<file path="config.mk">
export PLATFORM = sky130hd
export DESIGN_NAME = hilo_unit
export DESIGN_NICKNAME = d
export VERILOG_FILES = /design/src/rtl/hilo_unit.sv
export SDC_FILE = /design/constraint.sdc
export NUM_CORES = 1
export LEC_CHECK = 0
export ABC_AREA = 1
export CAP_MARGIN = 20
export CORE_UTILIZATION = 44
export CTS_BUF_LIST = sky130_fd_sc_hd__clkbuf_8
export CTS_CLUSTER_DIAMETER = 30
export DETAILED_ROUTE_END_ITERATION = 10
export PLACE_DENSITY = 0.74
export SYNTH_ARGS = -nofsm -noshare
export SYNTH_HDL_FRONTEND = slang
export SYNTH_SLANG_ARGS = --single-unit
</file>
<file path="constraint.sdc">
create_clock -name clock -period 1.7 [get_ports clock]
set_input_delay 0.34 -clock clock [delete_from_list [all_inputs] [get_ports clock]]
set_output_delay 0.34 -clock clock [all_outputs]
set_load 0.1 [all_outputs]
</file>
<file path="src/rtl/hilo_unit.sv">
`default_nettype none
// ============================================================================
//  Module      : hilo_unit
//  Description : HI/LO special-register unit. Accepts 64-bit MULT/DIV results
//                from the ALU, holds each one for MD_LATENCY cycles, then
//                commits it to HI/LO. Services MFHI/MFLO reads and MTHI/MTLO
//                writes, and requests a pipeline stall while a result is in
//                flight.
//  Revision    : 1.0 - initial release
// ============================================================================
module hilo_unit #(
  parameter int unsigned MD_LATENCY = 4   // accept-to-commit latency, 1..32
) (
  input  logic        clock,
  input  logic        reset,
  input  logic        hilo_we,
  input  logic [63:0] hilo_in,
  input  logic        mthi,
  input  logic        mtlo,
  input  logic [31:0] mt_data,
  input  logic        rd_hi,
  input  logic        rd_lo,
  output logic [31:0] rd_data,
  output logic        stall,
  output logic        busy,
  output logic [31:0] hi_out,
  output logic [31:0] lo_out,
  output logic        err_collide
);

  // Two-state controller: waiting for a result, or holding one in flight.
  localparam logic [0:0] c_idle = 1'b0;
  localparam logic [0:0] c_pend = 1'b1;

  // Countdown reload value; 6 bits covers the full 1..32 latency range.
  localparam logic [5:0] c_lat = 6'(MD_LATENCY);

  logic [0:0]  state_q, state_d;
  logic [5:0]  cnt_q,   cnt_d;
  logic [63:0] pend_q,  pend_d;
  logic [31:0] hi_q,    hi_d;
  logic [31:0] lo_q,    lo_d;
  logic        err_q,   err_d;

  logic        w_any_req;

  // State register: all architectural and control flops, reset has priority.
  always_ff @(posedge clock) begin
    if (reset) begin
      state_q <= c_idle;
      cnt_q   <= 6'd0;
      pend_q  <= 64'd0;
      hi_q    <= 32'd0;
      lo_q    <= 32'd0;
      err_q   <= 1'b0;
    end else begin
      state_q <= state_d;
      cnt_q   <= cnt_d;
      pend_q  <= pend_d;
      hi_q    <= hi_d;
      lo_q    <= lo_d;
      err_q   <= err_d;
    end
  end

  // Next-state logic: accept results and MT writes when idle, count down and
  // commit when pending.
  always_comb begin
    state_d = state_q;
    cnt_d   = cnt_q;
    pend_d  = pend_q;
    hi_d    = hi_q;
    lo_d    = lo_q;
    err_d   = err_q;
    case (state_q)
      c_idle: begin
        if (hilo_we) begin
          // A result always wins over a same-cycle MT write; the MT write is
          // lost, so remember the protocol violation until reset.
          pend_d  = hilo_in;
          cnt_d   = c_lat;
          state_d = c_pend;
          if (mthi || mtlo) begin
            err_d = 1'b1;
          end
        end else begin
          if (mthi) begin
            hi_d = mt_data;
          end
          if (mtlo) begin
            lo_d = mt_data;
          end
        end
      end
      c_pend: begin
        cnt_d = cnt_q - 6'd1;
        if (cnt_q == 6'd1) begin
          hi_d    = pend_q[63:32];
          lo_d    = pend_q[31:0];
          state_d = c_idle;
        end
      end
      default: begin
        state_d = c_idle;
      end
    endcase
  end

  assign w_any_req = hilo_we | mthi | mtlo | rd_hi | rd_lo;

  // Output logic: stall any HI/LO access while busy; reads see committed
  // values only, never the pending result.
  always_comb begin
    stall   = (state_q == c_pend) & w_any_req;
    rd_data = 32'd0;
    if (rd_hi) begin
      rd_data = hi_q;
    end else if (rd_lo) begin
      rd_data = lo_q;
    end
  end

  assign busy        = (state_q == c_pend);
  assign hi_out      = hi_q;
  assign lo_out      = lo_q;
  assign err_collide = err_q;

endmodule
`default_nettype wire

</file>
=== Yosys cells after proc, flatten, opt, wreduce, memory -nomap -nowiden ===
Index checks and enable logic that the tools add are counted.

* Register bits after elaboration: 136
* Output and inout port bits: 99
* Word-level logic and storage cells: 39

* Add/subtract/negate cells: 1
* Eq/ne operators: 6
* Multiplexer cells: 15
* Bitwise logic cells: 6
* Reductions and logical operators: 5

{| class="wikitable"
|+ Operator list
! cell !! count
|-
| 32-bit two-way mux || 8
|-
| 32-bit one-hot mux with 2 select lines || 2
|-
| 6-bit one-hot mux with 2 select lines || 1
|-
| 3-bit AND reduction || 3
|-
| 2-bit inequality test, second input constant || 4
|-
| 6-bit by 1-bit equality test with 1-bit output, second input constant || 1
|-
| 6-bit two-way mux || 1
|-
| 6-bit by 1-bit subtractor with 6-bit output, second input constant || 1
|-
| 1-bit OR || 4
|-
| 1-bit two-way mux || 2
|-
| 2-bit by 1-bit inequality test with 1-bit output, second input constant || 1
|-
| 1-bit one-hot mux with 2 select lines || 1
|-
| 2-bit AND reduction || 1
|-
| 1-bit AND || 1
|-
| 1-bit logical OR || 1
|-
| 1-bit inverter || 1
|}

=== Depth between registers and ports, before layout ===
* Depth in word-level cells: 5
* Mapped depth: 11

=== Worst setup path before layout ===
OpenSTA, ideal clock, no wires.

* Path kind: register -> output
* Start point: reg state_q, in the netlist busy
* End point: out stall
* Data arrival time: 2224 ps
* Data required time: 1360 ps
* Setup slack: -864 ps
* Stages on the path, launching flop included: 6
* Buffers on the path: 3
* Cell sequence: dfxtp_1 buf_6 buf_2 buf_4 o21ai_0 inv_1

* Word-level cells in the longest chain between the ends: 1

{| class="wikitable"
|+ Ends and longest elaborated chain
! item !! line !! source
|-
| start: declaration || 38 || <nowiki>logic [0:0] state_q, state_d;</nowiki>
|-
| start signal: assignment || 50 || <nowiki>state_q <= c_idle;</nowiki>
|-
| start signal: assignment || 57 || <nowiki>state_q <= state_d;</nowiki>
|-
| 1-bit AND || 114 || <nowiki>stall = (state_q == c_pend) & w_any_req;</nowiki>
|-
| end: declaration || 24 || <nowiki>output logic stall,</nowiki>
|}

No other way between the ends.

=== Worst setup path after layout ===
* Start point: reg cnt_q[1]
* End point: reg lo_q[8], in the netlist lo_out[8]

* Word-level cells in the longest chain between the ends: 3

{| class="wikitable"
|+ Ends and longest elaborated chain
! item !! line !! source
|-
| start: declaration || 39 || <nowiki>logic [5:0] cnt_q, cnt_d;</nowiki>
|-
| start signal: assignment || 58 || <nowiki>cnt_q <= cnt_d;</nowiki>
|-
| 6-bit by 1-bit equality test with 1-bit output || 97 || <nowiki>if (cnt_q == 6'd1) begin</nowiki>
|-
| 2-bit by 1-bit inequality test with 1-bit output (no line) || -- ||
|-
| 3-bit AND reduction (no line) || -- ||
|-
| end signal: assignment || 61 || <nowiki>lo_q <= lo_d;</nowiki>
|-
| end: declaration || 42 || <nowiki>logic [31:0] lo_q, lo_d;</nowiki>
|}

No other way between the ends.
A chain may end at the register's enable or synchronous reset.

==> results.toml <==
[outcome]
outcome = "complete, no violations"

[final_layout]
nets = 1232
area_growth_pct = 68.3
insertedDiodeCount = 0
final_core_util = 0.759
drive_gt1_frac = 0.254

[synth]
synth.area.top_cells = "dfxtp_1, nor2_1, a21oi_1"
syn_inst = 937
synth-edff-count = 0
avgSynthCellArea_sq_um = 6.68
ys.flop_type = "dfxtp_1"
synth-seq-cells = 136
syn_nets = 1042
yosys_warnings = 0
yosysTopAreaCellShare = 0.435
synth.distinct_cells = 21
synth_common_cells = "nor2_1, nand2_1, dfxtp_1"
async_flop_share = 0
yosysMostFrequentCell = "nor2_1"
ys_seq_area_frac = 0.435
yosys.area.top_type = "dfxtp_1"
synth_area_sq_um = 6260

[global_route]
gr-usage-all-layers = 0.291
grt-ovfl-total = 0
grt_max_degree = 59
grt_pass1_wl_um = 32700
antenna_found_initial = 0
grt_pass1_vias = 6136

[placed_design]
place.gp.congestion = 0.876
place_hpwl_um = 15000
numPortBuffers = 201

[sta]
relSlewSlack = 0.771
tightest_slew_ps = 344
setup_viol_count_final = 0
fin_hold_ws_ps = 471
min_period_ps = 1700
finalMaxSlewViolations = 0
post-route-period-util = 0.999
skew_ps = 9.69
hold_violations = 0
max_freq_ghz = 0.589

[cts]
insertion_delay_ps = 450
clock_path_buffers = 2
clk_pin_slew_worst_paths_ps = 70
root_buffer = "clkbuf_8"
ctsHoldBuffers = 0
cts_sinks = 136
cts_tree = "yes"
cts_buffers = 17
h-tree-depth = 4

[pwr]
p_seq_frac = 0.349
pwr-share-comb = 0.379
p_leak_nw = 4.59
p_sw_mw = 4.10
p_int_mw = 6.84
vdd_drop_max_uv = 589
swShare = 0.375
clockPowerShare = 0.272
power_density_nw_per_um2 = 1040

[setup_path]
end_kind = "flip-flop"
crit_required_ps = 2080
worst-setup-path-type = "flip-flop to flip-flop"
r2r_cells = 10
startpoint_type = "flip-flop"
worstPathMaxFanout = 17
worstPathArrival_ps = 2080

[hold_path]
hold_path.class = "input pin to flip-flop"
hold_depth = 3

[flow_run]
maxCapViolations = 0

[routing]
num_vias = 6948
avgRoutedWirePerCell_um = 16.3
firstDrtPassIters = 5
vias_per_cell = 5.26
drt_iter0_drc = 680
ant_nets = 0
routed_wl_um = 21500
drc = 0

[floorplanning]
fp.dieH_um = 121
fp.dieArea_sq_um = 14700
io_pins = 202
start_util = 0.451
num_rows = 43
fp.dieW_um = 121
core-area_sq_um = 13900
## layer usage
layer  GRT usage  share of wire
met2       0.416           0.44
met4      0.0988          0.022
met1       0.432           0.46
met3      0.0545          0.072
met5           0              0
## worst paths after layout
| path | slack, ps | from | endpoint |
|---|---|---|---|
| max reg2reg | 2 | cnt_q[1] | lo_out[8] |
| max | 2 | cnt_q[1] | lo_out[8] |
| min | 470 | hilo_in[0] | pend_q[0] |
| min reg2reg | 520 | pend_q[38] | pend_q[38] |
## cells in the final DEF (no fill, tap or decap), types with 31 or more instances in the layout
cell	instances
buf_12	113
nand3_1	93
dfxtp_1	71
inv_1	42
nand2_1	102
nand2_4	31
clkdlybuf4s50_1	100
a21oi_1	132
dfxtp_2	64
o21ai_0	60
nor2_1	232
## sequential cells by signal (all words and copies together) (netlist names)
register     cells
pend_q          64
hi_out          32
lo_out          32
cnt_q            6
err_collide      1
busy             1
## critical path: stages, from the launching register on
cell and delay [ps]:
dfxtp_1 310, inv_2 100, ha_1 150, inv_1 40, nor2_1 180, nand3_2 180
nand2_4 170, buf_4 150, clkbuf_16 170, a21oi_1 80, nor2_1 100
## repair_timing
action	4_1_cts	5_1_grt
pin swaps	0	1
setup buffers	0	5
gates resized for setup	6	13
setup endpoints to repair	33	72
gates cloned	3	3
## per-stage QoR
stage	TNS (ps)	cell area, sq um	instances	power, mW	setup WS [ps]
finish	0	10500	1320	10.9	1.68
global route	-2080	10500	1320	11.3	-107
CTS	-37.0	10400	1312	10.9	-16.8
detailed placement	-7440	9860	1277	7.89	-231
global placement	-6020	9860	1277	7.85	-223
floorplan	-138	6580	937	6.29	-138
## power by group through the flow
stage / sequential [mW] / combinational, mW / clock, mW
after floorplan: 4.80 / 1.49 / 0
after global placement: 3.88 / 3.97 / 0
after detailed placement: 3.88 / 4.01 / 0
after CTS: 3.81 / 4.08 / 2.99
after global routing: 3.85 / 4.34 / 3.14
final: 3.82 / 4.15 / 2.97
## logic make-up after synthesis
family | count (synthesis) | share of synthesized area
simple gates | 474 | 0.308
compound gates | 203 | 0.162
flops | 136 | 0.435
buf+inv | 122 | 0.0907
fa+ha+maj | 2 | 0.00400
## final cells by class
type | count | area, sq um
timing repair buffer | 246 | 3630
clock buffer | 22 | 303
tap | 180 | 225
sequential | 136 | 2810
multi-input combinational | 680 | 3250
clock inverter | 10 | 149
fill | 1036 | 3340
inverter | 46 | 173
Power figures use the tool's default switching activity.
